[src/rtl/ucsbece154a_muldiv_pkg.sv]
// Shared encodings and constants for the iterative multiply/divide unit.
package ucsbece154a_muldiv_pkg;

    localparam int unsigned MD_WIDTH = 32;
    localparam int unsigned MD_STEPS = 32;

    typedef enum logic [1:0] {
        MD_MULT  = 2'b00,
        MD_MULTU = 2'b01,
        MD_DIV   = 2'b10,
        MD_DIVU  = 2'b11
    } md_op_e;

    typedef enum logic [1:0] {
        MD_IDLE = 2'b00,
        MD_RUN  = 2'b01,
        MD_FIX  = 2'b10
    } md_state_e;

endpackage

[src/rtl/ucsbece154a_muldiv_dp.sv]
// Radix-2 datapath: shift-add multiply / restoring divide on unsigned magnitudes.
module ucsbece154a_muldiv_dp
    import ucsbece154a_muldiv_pkg::*;
#(
    parameter int unsigned WIDTH = MD_WIDTH
) (
    input  logic                 clk,
    input  logic                 rst_n_i,
    input  logic                 load_i,
    input  logic                 step_i,
    input  logic                 div_i,
    input  logic [WIDTH-1:0]     a_i,
    input  logic [WIDTH-1:0]     b_i,
    output logic [2*WIDTH-1:0]   acc_o
);

    logic [2*WIDTH-1:0] acc_q, acc_d;
    logic [WIDTH-1:0]   b_q;
    logic               div_q;

    logic [WIDTH:0]     sum;
    logic [WIDTH:0]     upper;
    logic [2*WIDTH:0]   sh;
    logic [WIDTH:0]     trial;

    // Multiply keeps the multiplier in the low half and shifts right;
    // divide keeps {remainder, dividend} and shifts left.
    always_comb begin
        acc_d = acc_q;
        sum   = {1'b0, acc_q[2*WIDTH-1:WIDTH]} + {1'b0, b_q};
        sh    = {acc_q, 1'b0};
        trial = sh[2*WIDTH:WIDTH] - {1'b0, b_q};
        upper = acc_q[0] ? sum : {1'b0, acc_q[2*WIDTH-1:WIDTH]};
        if (div_q) begin
            if (sh[2*WIDTH:WIDTH] >= {1'b0, b_q}) begin
                acc_d = {trial[WIDTH-1:0], sh[WIDTH-1:1], 1'b1};
            end else begin
                acc_d = sh[2*WIDTH-1:0];
            end
        end else begin
            acc_d = {upper, acc_q[WIDTH-1:1]};
        end
    end

    always_ff @(posedge clk or negedge rst_n_i) begin
        if (!rst_n_i) begin
            acc_q <= '0;
            b_q   <= '0;
            div_q <= 1'b0;
        end else if (load_i) begin
            acc_q <= {WIDTH'(0), a_i};
            b_q   <= b_i;
            div_q <= div_i;
        end else if (step_i) begin
            acc_q <= acc_d;
        end
    end

    assign acc_o = acc_q;

endmodule

[src/rtl/ucsbece154a_muldiv.sv]
// Multi-cycle MULT/MULTU/DIV/DIVU unit with HI/LO registers and mthi/mtlo writes.
module ucsbece154a_muldiv
    import ucsbece154a_muldiv_pkg::*;
#(
    parameter int unsigned WIDTH = MD_WIDTH
) (
    input  logic             clk,
    input  logic             rst_n_i,
    input  logic             start_i,
    input  logic [1:0]       op_i,
    input  logic [WIDTH-1:0] a_i,
    input  logic [WIDTH-1:0] b_i,
    input  logic             we_hi_i,
    input  logic             we_lo_i,
    input  logic [WIDTH-1:0] wd_i,
    output logic             busy_o,
    output logic             done_o,
    output logic [WIDTH-1:0] hi_o,
    output logic [WIDTH-1:0] lo_o
);

    localparam int unsigned CW = $clog2(MD_STEPS);

    md_state_e          state_q;
    logic [CW-1:0]      cnt_q;
    logic               div_q;
    logic               sa_q, sb_q, bz_q;
    logic [WIDTH-1:0]   a_raw_q;
    logic [WIDTH-1:0]   hi_q, lo_q;
    logic               busy_q, done_q;

    logic               launch;
    logic               sa_d, sb_d;
    logic [WIDTH-1:0]   a_mag, b_mag;
    logic [2*WIDTH-1:0] acc;
    logic [2*WIDTH-1:0] prod;
    logic [WIDTH-1:0]   quo, rem;
    logic [WIDTH-1:0]   res_hi_d, res_lo_d;

    // busy_q stays high through the done cycle, so a launch needs both IDLE and !busy_q.
    assign launch = (state_q == MD_IDLE) && !busy_q && start_i;

    // Signed ops (op_i[0]==0) work on two's-complement magnitudes.
    always_comb begin
        sa_d  = ~op_i[0] & a_i[WIDTH-1];
        sb_d  = ~op_i[0] & b_i[WIDTH-1];
        a_mag = sa_d ? -a_i : a_i;
        b_mag = sb_d ? -b_i : b_i;
    end

    ucsbece154a_muldiv_dp #(.WIDTH(WIDTH)) u_dp (
        .clk     (clk),
        .rst_n_i (rst_n_i),
        .load_i  (launch),
        .step_i  (state_q == MD_RUN),
        .div_i   (op_i[1]),
        .a_i     (a_mag),
        .b_i     (b_mag),
        .acc_o   (acc)
    );

    // Sign correction applied in FIX.
    always_comb begin
        prod     = (sa_q ^ sb_q) ? -acc : acc;
        quo      = (sa_q ^ sb_q) ? -acc[WIDTH-1:0] : acc[WIDTH-1:0];
        rem      = sa_q ? -acc[2*WIDTH-1:WIDTH] : acc[2*WIDTH-1:WIDTH];
        res_hi_d = prod[2*WIDTH-1:WIDTH];
        res_lo_d = prod[WIDTH-1:0];
        if (div_q) begin
            if (bz_q) begin
                res_hi_d = a_raw_q;
                res_lo_d = '1;
            end else begin
                res_hi_d = rem;
                res_lo_d = quo;
            end
        end
    end

    always_ff @(posedge clk or negedge rst_n_i) begin
        if (!rst_n_i) begin
            state_q <= MD_IDLE;
            cnt_q   <= '0;
            div_q   <= 1'b0;
            sa_q    <= 1'b0;
            sb_q    <= 1'b0;
            bz_q    <= 1'b0;
            a_raw_q <= '0;
            hi_q    <= '0;
            lo_q    <= '0;
            busy_q  <= 1'b0;
            done_q  <= 1'b0;
        end else begin
            done_q <= 1'b0;
            case (state_q)
                MD_IDLE: begin
                    if (busy_q) begin
                        busy_q <= 1'b0;
                    end else begin
                        if (we_hi_i) hi_q <= wd_i;
                        if (we_lo_i) lo_q <= wd_i;
                        if (start_i) begin
                            state_q <= MD_RUN;
                            cnt_q   <= '0;
                            busy_q  <= 1'b1;
                            div_q   <= op_i[1];
                            sa_q    <= sa_d;
                            sb_q    <= sb_d;
                            bz_q    <= (b_i == '0);
                            a_raw_q <= a_i;
                        end
                    end
                end
                MD_RUN: begin
                    cnt_q <= cnt_q + CW'(1);
                    if (cnt_q == CW'(MD_STEPS - 1)) state_q <= MD_FIX;
                end
                MD_FIX: begin
                    hi_q    <= res_hi_d;
                    lo_q    <= res_lo_d;
                    done_q  <= 1'b1;
                    state_q <= MD_IDLE;
                end
                default: state_q <= MD_IDLE;
            endcase
        end
    end

    assign busy_o = busy_q;
    assign done_o = done_q;
    assign hi_o   = hi_q;
    assign lo_o   = lo_q;

endmodule

[config.mk]
export PLATFORM = sky130hd
export DESIGN_NAME = ucsbece154a_muldiv
export DESIGN_NICKNAME = d
export VERILOG_FILES = /design/src/rtl/ucsbece154a_muldiv_pkg.sv /design/src/rtl/ucsbece154a_muldiv_dp.sv /design/src/rtl/ucsbece154a_muldiv.sv
export SDC_FILE = /design/constraint.sdc
export NUM_CORES = 1
export LEC_CHECK = 0
export ABC_AREA = 1
export BUFFER_PORTS_ARGS = -buffer_cell sky130_fd_sc_hd__buf_2
export CAP_MARGIN = 20
export CORE_ASPECT_RATIO = 1.75
export CORE_UTILIZATION = 25
export CTS_BUF_LIST = sky130_fd_sc_hd__clkbuf_16
export CTS_CLUSTER_DIAMETER = 120
export DETAILED_ROUTE_END_ITERATION = 16
export SLEW_MARGIN = 40
export SYNTH_ARGS = -nofsm -noshare
export SYNTH_HDL_FRONTEND = slang
export SYNTH_SLANG_ARGS = --single-unit
[constraint.sdc]
create_clock -name clk -period 2.8 [get_ports clk]
set_input_delay 0.42 -clock clk [delete_from_list [all_inputs] [get_ports clk]]
set_output_delay 0.42 -clock clk [all_outputs]
set_load 0.005 [all_outputs]
== Word-level counts from Yosys, hierarchy flattened ==
Cells that the tools add are included.

* Flip-flop bits (word level): 206
* Latch bits: 0
* Bits in writable memories: 0
* ROM bits: 0
* Input bits: 103
* Output and inout bits: 66
* Memories kept: 0

* Add/sub/neg operators: 8
* $mul: 0
* Divide/modulo/power cells: 0
* Order comparisons: 1
* Equal/unequal tests: 8
* Shift operators: 0
* Multiplexer cells: 30
* Bitwise gates (word level): 5
* Reduce and logical (&&, ||, !) cells: 13

{| class="wikitable"
|+ Operators by type and width
! cell !! count
|-
| $mux 32 || 12
|-
| $mux 64 || 5
|-
| $neg 32->32 || 4
|-
| $pmux 32 s2 || 2
|-
| $neg 64->64 || 1
|-
| $add 32x32->33 || 1
|-
| $ge 33x32->1 || 1
|-
| $mux 33 || 1
|-
| $logic_not 32->1 || 1
|-
| $sub 32x32->32 || 1
|-
| $reduce_and 3->1 || 5
|-
| $mux 5 || 2
|-
| $ne 2x2->1 const B || 5
|-
| $pmux 5 s2 || 1
|-
| $mux 2 || 3
|-
| $reduce_bool 2->1 || 3
|-
| $add 5x1->5 const B || 1
|-
| $eq 5x5->1 const B || 1
|-
| $pmux 2 s2 || 1
|-
| $mux 1 || 3
|-
| $and 1x1->1 || 2
|-
| $eq 2x1->1 const B || 1
|-
| $eq 2x2->1 const B || 1
|-
| $logic_and 1x1->1 || 2
|-
| other kinds (4) || 5
|}

== Longest topological paths before layout ==
Gate-level depths: netlist of the first run.

* Word-level depth: 5
* Gate-level depth with buffers: 17

== Hierarchy ==
A second synthesis of the first run with hierarchy kept.

* Cells, all modules: 3,281
* Area, all modules: 19,582.5 µm²

{| class="wikitable"
|+ By module, submodules not included
! module !! instances !! cells each !! area each (µm²) !! sequential area each (µm²)
|-
| ucsbece154a_muldiv_dp || 1 || 1,662 || 9,945.8 || 2,427.3
|-
| ucsbece154a_muldiv || 1 || 1,619 || 9,636.7 || 2,727.6
|}

== Worst setup path before layout of the first run ==
No wires, ideal clock.

* Kind: reg-to-reg
* Start point: reg u_dp.acc_q[0], in the netlist u_dp.acc_o[0]
* End point: reg hi_q[6], in the netlist hi_o[6]
* Library setup time: 0.124 ns
* Data arrival time: 2.086 ns
* Required time: 2.676 ns
* Path slack: 0.590 ns
* Cell stages (with the launch flop): 16
* Buffers on the path: 2
* Cells stage by stage: dfrtp_1 buf_6 clkinv_1 clkbuf_1 ha_1 nand2_4 nor2_8 nand3_2 o21ai_2 nand2_2 inv_2 nand3_1 nand3_1 nand2_1 nand2_1 nand3_1

* Cells in the longest elaborated chain, start to end: 4

{| class="wikitable"
|+ RTL lines
! element !! RTL line !! source
|-
| start, declared || ucsbece154a_muldiv_dp.sv:17 || <nowiki>logic [2*WIDTH-1:0] acc_q, acc_d;</nowiki>
|-
| start signal, assigned || ucsbece154a_muldiv_dp.sv:51 || <nowiki>acc_q <= {WIDTH'(0), a_i};</nowiki>
|-
| $neg 64->64 || ucsbece154a_muldiv.sv:64 || <nowiki>prod = (sa_q ^ sb_q) ? -acc : acc;</nowiki>
|-
| $mux 64 || ucsbece154a_muldiv.sv:64 ||
|-
| $mux 32 || ucsbece154a_muldiv.sv:69 || <nowiki>if (div_q) begin</nowiki>
|-
| $pmux 32 s2 || ucsbece154a_muldiv.sv:95 || <nowiki>case (state_q)</nowiki>
|-
| end signal, assigned || ucsbece154a_muldiv.sv:100 || <nowiki>if (we_hi_i) hi_q <= wd_i;</nowiki>
|-
| end signal, assigned || ucsbece154a_muldiv.sv:119 || <nowiki>hi_q <= res_hi_d;</nowiki>
|-
| end, declared || ucsbece154a_muldiv.sv:29 || <nowiki>logic [WIDTH-1:0] hi_q, lo_q;</nowiki>
|}

No other way between the ends.
A chain may end at the register's enable or synchronous reset.

== Worst setup path in the final report of the first run ==
* Start point: reg u_dp.b_q[24]
* End point: reg u_dp.acc_q[35], in the netlist u_dp.acc_o[35]

* Cells in the longest elaborated chain, start to end: 5

{| class="wikitable"
|+ RTL lines
! element !! RTL line !! source
|-
| start, declared || ucsbece154a_muldiv_dp.sv:18 || <nowiki>logic [WIDTH-1:0] b_q;</nowiki>
|-
| start signal, assigned || ucsbece154a_muldiv_dp.sv:52 || <nowiki>b_q <= b_i;</nowiki>
|-
| $ge 33x32->1 || ucsbece154a_muldiv_dp.sv:35 || <nowiki>if (sh[2*WIDTH:WIDTH] >= {1'b0, b_q}) begin</nowiki>
|-
| $mux 64 || ucsbece154a_muldiv_dp.sv:35 ||
|-
| $mux 64 || ucsbece154a_muldiv_dp.sv:34 || <nowiki>if (div_q) begin</nowiki>
|-
| $mux 64 || ucsbece154a_muldiv_dp.sv:54 || <nowiki>end else if (step_i) begin</nowiki>
|-
| $mux 64 || ucsbece154a_muldiv_dp.sv:50 || <nowiki>end else if (load_i) begin</nowiki>
|}

No other way between the ends. The select of a mux whose other input is x is not followed.

==> summary.md, run 1 <==
| Metric | Value |
|---|---|
| # DRC | `0` |
| CP required | `3.26 ns` |
| Most frequent cells in the layout | `nand2_1 (1047), inv_1 (416), nor2_1 (399), a21oi_1 (279), nand3_1 (246)` |
| Worst-path clk slew | `0.07 ns` |
| Fraction of layout cells with a size suffix above 1 | `0.1260` |
| Final hold vios | `0` |
| Final nets | `3748` |
| Synth-to-Final Area Change | `18.63%` |
| Final HPWL DP | `81130 µm` |
| HP Start | `wd_i[19]` |
| Reg power frac | `0.175` |
| Simple-gate share of the synthesized area | `0.3976` |
| Post-CTS setup buffer count | `0` |
| Max Fclk | `365.9 MHz` |
| Worst hold margin | `0.1228 ns` |
| Pre-antenna DRT Iters | `6` |
| Clock Path Buffers | `3` |
| GRT Residual Overflow | `0` |
| Data arrival, critical path | `3.19 ns` |
| RR Endpoint | `u_dp.acc_o[35]$_DFFE_PN0P_` |
| I/O pins | `169` |
| Slowest CP cell | `ha_1` |
| Sw Ratio | `0.5717` |
| WHS Endpoint | `lo_o[19]$_DFFE_PN0P_` |
| Endpoints failing setup | `0` |
| Die width | `215.2 µm` |
| Int Power | `15.36 mW` |
| Worst-margin pin slew | `0.9544 ns` |
| Core ar. | `78620 µm²` |
| Unrepaired setup endpoints after global routing | `false` |
| Fillers | `8932` |
| Reg-to-Reg Start | `u_dp.b_q[24]$_DFFE_PN0P_` |
| CP cell instances | `inv_1, ha_1, nand2_1, nor2_1, nand3_1, nand3b_1, nand2_2, nor2_4, a21oi_4, buf_12, nand2_1, nand3_1, nand2_1` |
| First-pass GRT wire length | `144500 µm` |
| Setup TNS | `0 ns` |
| Crit. End Element | `flop` |
| H-tree depth | `1` |
| Rows | `136` |
| Worst setup path class | `reg -> reg` |
| Buf+Inv Stages, Crit Path | `2` |
| Worst-path fanout max | `20` |
| Synth Register Bits | `206` |
| Delay-heaviest family, CP | `simple AND/OR/NAND/NOR gates` |
| R2r worst-path depth | `13` |
| Pins Over Slew Limit | `0` |
| Clock Sinks | `206` |
| Pwr Density | `1520 nW/µm²` |
| WHS Path Cells | `3` |
| DR vias | `23160` |
| Worst-Skew Late Latency | `0.58 ns` |
| CP startpoint kind | `flop` |
| Combinational group share of total power | `0.728` |
| CP peak stage delay | `0.39 ns` |
| Reg2Reg Setup Slack | `0.07 ns` |
| RD Place Congestion | `1.032` |
| Status | `completed` |
| Antenna viol nets, final | `0` |
| Post-Synth XOR/XNOR Area | `0.02334` |
| Primary FF master, synth | `dfrtp_1` |
| Initial Util | `0.2530` |
| CTS tree | `built` |
| Clock power frac | `0.097` |
| Hold Path Class | `in -> reg` |
| Post-synth EDFFs | `0` |
| Synth cell types | `56` |
| Post-synth net total | `3537` |
| Vias/cell | `5.008` |
| Maximum vdd drop | `0.0007819 V` |
| Worst path most repeated cell | `nand2_1` |
| Leakage | `11.75 nW` |
| CTS Buf Count | `23` |
| Chip Height | `375.1 µm` |
| Switching power | `20.50 mW` |
| Compound-Gate Fraction of Synth Area | `0.1620` |
| Clk root buf | `clkbuf_16` |
| Tcrit/Tclk final | `0.9760` |
| Post-synth ARST share | `1.000` |
| Die footprint | `80740 µm²` |
| Final Util | `0.3002` |
| Cell count after synthesis | `3362` |
| Mux cell area share after synthesis | `0` |
| Max-slew headroom | `0.3638` |
| Reg area | `5156 µm²` |
| Total wire length | `99020 µm` |
| Share of synthesized cell area in full adder, half adder and majority cells | `0.04605` |
| MaxCap Viol Count | `0` |
| Register area share after synthesis | `0.2592` |
| GRT Util Overall | `0.2414` |
| Worst Skew | `0.02577 ns` |
| Initial drt markers | `1915` |
| DR WL/cell | `21.42 µm` |
| Yosys warning total | `0` |
| Largest net degree at the start of global routing | `69` |
| Synthesized cell area | `19890 µm²` |
| Synthesized area per cell | `5.916 µm²` |
| Initial antenna violation count | `3` |
| Multi-input gate area | `12570 µm²` |
| Largest family of logic cells by synthesized area | `simple AND/OR/NAND/NOR gates` |
| Number of port buffers | `168` |
| Vias in the first global route | `22860` |
| Shortest period the worst path allows | `2.733 ns` |
| Commonest non-fill, non-tap cell in the layout | `nand2_1` |
==> layout make-up <==
class,instances,area share
tap,1035,0.05488
antenna,1,0.0001061
sequential,206,0.2185
timing repair buffer,323,0.09184
clock inverter,17,0.01002
inverter,425,0.06761
multi-input combinational,2594,0.5326
clock buffer,23,0.02439
==> tightest hold or removal path, cell delays in order <==
cell and delay, ns:
buf_2 0.10, nand2_1 0.07, a31oi_1 0.08
==> stage by stage <==
stage | instance area, µm² | std cells | power [mW] | setup slack (ns)
6_report | 23600 | 4624 | 35.86 | 0.06723
2_1_floorplan | 19890 | 3362 | 21.96 | 0.5897
3_5_place_dp | 22750 | 4582 | 31.85 | 0.08622
4_1_cts | 23580 | 4623 | 35.47 | 0.03950
5_1_grt | 23590 | 4623 | 38.73 | 0.001193
3_3_place_gp | 22750 | 4582 | 31.84 | 0.09440
==> power by group through the flow <==
stage,Clock (mW),Combinational (mW),Sequential (mW)
floorplan,0,16.3,5.61
global placement,0,25.6,6.25
detailed placement,0,25.6,6.29
CTS,3.52,25.7,6.23
global route,3.63,28.7,6.41
finish,3.48,26.1,6.28
==> state kept, by name, indices dropped and copies added (netlist names) <==
name and count:
a_raw_q 32, busy_o 1, bz_q 1, cnt_q 5, div_q 1, done_o 1, hi_o 32, lo_o 32
sa_q 1, sb_q 1, state_q 2, u_dp.acc_o 64, u_dp.b_q 32, u_dp.div_q 1
==> kinds of logic (layout without fill, tap and decap cells) <==
group	Yosys count	in the layout
buf+inv	562	788
compound gates	595	595
flops	206	206
xor+xnor	53	53
simple gates	1874	1874
other cells	0	1
fa+ha+maj	72	72
==> how the worst max path moves through the flow <==
stage	start	end	slack [ns]	cells past startpoint
floorplan	u_dp.acc_o[0]$_DFFE_PN0P_	hi_o[6]$_DFFE_PN0P_	0.59	15
global placement	u_dp.acc_o[36]$_DFFE_PN0P_	u_dp.acc_o[62]$_DFFE_PN0P_	0.09	14
detailed placement	u_dp.acc_o[36]$_DFFE_PN0P_	u_dp.acc_o[62]$_DFFE_PN0P_	0.09	14
CTS	u_dp.acc_o[36]$_DFFE_PN0P_	u_dp.acc_o[62]$_DFFE_PN0P_	0.04	14
global route	u_dp.acc_o[36]$_DFFE_PN0P_	u_dp.acc_o[63]$_DFFE_PN0P_	0.001	16
finish	u_dp.b_q[24]$_DFFE_PN0P_	u_dp.acc_o[35]$_DFFE_PN0P_	0.07	13
==> cells in the mapped netlist (35+ instances only) <==
cell	count	area, µm²
nand3_1	246	1231
dfrtp_1	206	5155
nand4_1	42	262.8
a21oi_1	279	1396
nor2_1	402	1509
ha_1	70	875.8
nor3_1	36	180.2
buf_2	35	175.2
nand2_1	1049	3938
inv_1	412	1546
clkbuf_1	79	296.5
o21ai_0	200	1001
==> routing by layer <==
metal | global-route usage | part of all wire | vias to the layer above | wire [µm]
li1 | - | - | 11200 | -
met4 | 0.2271 | 0.11 | 4 | 10870
met3 | 0.02733 | 0.045 | 338 | 4425
met1 | 0.2359 | 0.34 | 10700 | 33890
met2 | 0.4394 | 0.50 | 916 | 49820
met5 | 0 | 0.00022 | - | 22
==> timing repair <==
item,in CTS,in global routing
resized for setup,0,4
hold endpoints to repair,52,0
hold buffers,1,0
setup endpoints to repair,0,8
Note: power is estimated with default switching activity, not from simulation.
==> run 2: changes to the inputs <==
--- a/config.mk
+++ b/config.mk
@@ -5,7 +5,6 @@
 export SDC_FILE = /design/constraint.sdc
 export NUM_CORES = 1
 export LEC_CHECK = 0
-export ABC_AREA = 1
 export BUFFER_PORTS_ARGS = -buffer_cell sky130_fd_sc_hd__buf_2
 export CAP_MARGIN = 20
 export CORE_ASPECT_RATIO = 1.75
==> run 2 against run 1 <==
  * The run now ends with negative setup slack left
  * Via count decreased by 20%
  * Clock power decreased by 8.6%
  * Hold slack got worse by 0.012 ns
  * First-iteration DRC count decreased by 45%
  * Final cell count decreased by 24%
  * Combinational power about the same
  * Sequential power decreased by 8.9%
  * Worst setup slack got worse by 0.33 ns
  * Synthesized cell count decreased by 36%
  * Sequential share of layout area decreased by 0.34 points
  * Area after synthesis decreased by 15%
  * Sequential cell count unchanged
  * Critical endpoint is now u_dp.acc_o[54]$_DFFE_PN0P_
  * Largest cell class unchanged
==> summary.md, run 2 <==
| Metric | Value |
|---|---|
| Clk root buf | `clkbuf_16` |
| Total power | `35.16 mW` |
| DR WL/cell | `21.35 µm` |
| Post-synth EDFFs | `0` |
| GRT Util Overall | `0.2158` |
| First-pass GRT wire length | `111500 µm` |
| Max reg flops | `64` |
| Share of synthesized cell area in full adder, half adder and majority cells | `0.05447` |
| Clock Path Buffers | `3` |
| Final hold vios | `0` |
| Met3 wire length | `4302 µm` |
| Die footprint | `68340 µm²` |
| Largest net degree at the start of global routing | `74` |
| Vias/cell | `5.252` |
| Final nets | `2803` |
| CP cell instances | `inv_2, ha_4, inv_2, fa_2, a21o_1, a221o_1, a21oi_2, a21oi_2, o211ai_1, buf_4, nand2_2, xor2_1, a211oi_2, o31ai_2` |
| Primary FF master, synth | `dfrtp_1` |
| Cell count after synthesis | `2139` |
| Synth Register Bits | `206` |
| Share of Yosys cell area claimed by the top area cell type | `0.3066` |
| CP required | `3.22 ns` |
| Reg2Reg Setup Slack | `-0.26 ns` |
| Pre-antenna DRT Iters | `5` |
| Area leader, netlist | `dfrtp_1` |
| Status | `complete, but fails checks` |
| Shortest period the worst path allows | `3.060 ns` |
| Worst setup path end | `u_dp.acc_o[54]$_DFFE_PN0P_` |
| Pwr Density | `1465 nW/µm²` |
| Post-synth ARST share | `1.000` |
| Tcrit/Tclk final | `1.093` |
| Synthesized cell area | `16810 µm²` |
| Rows | `125` |
| Post-Synth XOR/XNOR Area | `0.08438` |
| Max-slew headroom | `0.4537` |
| Register area share after synthesis | `0.3066` |
| Fraction of layout cells with a size suffix above 1 | `0.3446` |
| Leakage | `10.58 nW` |
| Most frequent cells in the layout | `buf_4 (386), nand2_1 (323), dfrtp_1 (199), buf_2 (167), o21ai_0 (164)` |
| CTS Buf Count | `23` |
| DR WL met2 | `37640 µm` |
| Number of stages on the worst setup path | `14` |
| CTS tree | `built` |
| Endpoints failing setup | `49` |
| # DRC | `0` |
| Initial drt markers | `1046` |
| CP startpoint kind | `flop` |
| Commonest non-fill, non-tap cell in the layout | `buf_4` |
| Synth area leaders | `dfrtp_1 (31%), nand2_1 (7.5%), o21ai_0 (6.8%), ha_1 (5.2%), xnor2_1 (4.7%)` |
| Unrepaired setup endpoints after global routing | `true` |
| Crit. End Element | `flop` |
| Synthesized area per cell | `7.861 µm²` |
| Fillers | `6833` |
| Mux cell area share after synthesis | `0.04829` |
| Compound-Gate Fraction of Synth Area | `0.2609` |
| Buf+Inv Stages, Crit Path | `3` |
| H-tree depth | `1` |
| Antenna viol nets, final | `0` |
| Initial antenna violation count | `7` |
| Total wire length | `75520 µm` |
| DP Worst Slack | `-0.4607 ns` |
| HP Start | `a_i[27]` |
| Reg-to-Reg Start | `u_dp.acc_o[31]$_DFFE_PN0P_` |
| Chip Height | `345.1 µm` |
| Worst setup path class | `reg -> reg` |
| Pins Over Slew Limit | `0` |
| Simple-gate share of the synthesized area | `0.1969` |
| Worst-path fanout max | `2` |
| Worst Skew | `0.01198 ns` |
| Core ar. | `66470 µm²` |
| DR vias | `18580` |
| Clock Sinks | `206` |
| Yosys warning total | `0` |
| Worst-Skew Late Latency | `0.56 ns` |
| Largest family of logic cells by synthesized area | `compound AO/OA/AOI/OAI gates` |
| Multi-input gate area | `12250 µm²` |
| Count leader, synth | `nand2_1` |
| Setup crit start | `u_dp.acc_o[31]$_DFFE_PN0P_` |
| Worst-path clk slew | `0.07 ns` |
| MaxCap Viol Count | `0` |
| Hold Path Class | `in -> reg` |
| Top layer in use | `met5` |
| Reg area | `5164 µm²` |
| Maximum vdd drop | `0.0006310 V` |
| Post-layout worst setup margin | `-0.2602 ns` |
| Delay-heaviest family, CP | `compound AO/OA/AOI/OAI gates` |
| Vias in the first global route | `18310` |
| Die width | `198.0 µm` |
| Initial Util | `0.2530` |
| Worst-margin pin slew | `0.8165 ns` |
| RD Place Congestion | `0.9769` |
| Data arrival, critical path | `3.48 ns` |
| Wl on met1 | `27220 µm` |
| Post-synth net total | `2314` |
| Commonest cells post-synth | `nand2_1 (336), o21ai_0 (230), dfrtp_1 (206)` |
| R2r worst-path depth | `14` |
| Failing checks | `negative setup slack` |
| CP peak stage delay | `0.39 ns` |
| RR Endpoint | `u_dp.acc_o[54]$_DFFE_PN0P_` |
| Slowest CP cell | `dfrtp_1` |
| Synth-to-Final Area Change | `42.75%` |
| Final HPWL DP | `58170 µm` |
| GRT Residual Overflow | `0` |
| Synth cell types | `81` |
| I/O pins | `169` |
| Max Fclk | `326.8 MHz` |
| Number of port buffers | `168` |
==> run 2: where the power goes <==
| group | switching [mW] | leakage (nW) | internal [mW] |
|---|---|---|---|
| clock network | 1.40 | 0.362 | 1.78 |
| logic | 13.9 | 7.67 | 12.4 |
| registers | 1.33 | 2.55 | 4.39 |
==> run 2: worst min path at each step <==
stage | to | slack, ns | cells after the start
after floorplan | a_raw_q[0]$_DFFE_PN0P_ | 0.12 | 0
after global placement | u_dp.acc_o[25]$_DFFE_PN0P_ | 0.41 | 1
after detailed placement | u_dp.acc_o[27]$_DFFE_PN0P_ | 0.41 | 1
after CTS | a_raw_q[27]$_DFFE_PN0P_ | 0.1 | 3
after global routing | a_raw_q[29]$_DFFE_PN0P_ | 0.12 | 3
final | a_raw_q[27]$_DFFE_PN0P_ | 0.11 | 3
==> run 2: layout make-up <==
cell class / instances / share of cell area
antenna: 4 / 0.0004170
clock buffer: 23 / 0.02398
clock inverter: 18 / 0.007298
inverter: 67 / 0.01079
multi-input combinational: 1720 / 0.5105
sequential: 206 / 0.2151
tap: 889 / 0.04634
timing repair buffer: 610 / 0.1855
==> run 2: stage by stage <==
step	hold WS, ns	utilization	area (µm²)	cells	TNS (ns)
3_5_place_dp	0.4130	0.3195	21230	3434	-12.63
3_3_place_gp	0.4091	0.3194	21230	3434	-10.56
2_1_floorplan	0.1244	-	16820	2139	0
5_1_grt	0.1238	0.3611	24000	3537	-10.89
4_1_cts	0.09921	0.3503	23280	3522	-4.975
6_report	0.1105	0.3611	24000	3537	-4.197
==> run 2: timing repair <==
action                                  CTS  global route
endpoints found under the setup margin   65            72
gates cloned                              2             0
hold endpoints to repair                 60             0
gates resized for setup                 247           147
hold buffers                              1             0
pin swaps                               101           124
buffers inserted                         49            19
==> run 2: metal layers <==
| layer | track usage | up-vias |
|---|---|---|
| li1 | - | 8776 |
| met1 | 0.2287 | 8859 |
| met3 | 0.03164 | 233 |
| met4 | 0.1637 | 6 |
| met2 | 0.3810 | 702 |
| met5 | 0 | - |
==> run 2: kinds of logic after synthesis <==
group                      after synthesis
adders and majority gates               72
buffers and inverters                  214
muxes                                   77
DFF                                    206
AOI/OAI and AO/OA                      700
xor gates and xnor gates               162
and+or+nand+nor                        708
==> run 2: worst register-to-register path: cells and delay by family, from the launching register on <==
family | cells | cell delay, ns
compound gates | 7 | 1.56
simple gates | 1 | 0.05
flops | 1 | 0.39
xor+xnor | 1 | 0.14
fa+ha+maj | 2 | 0.47
buf+inv | 3 | 0.33
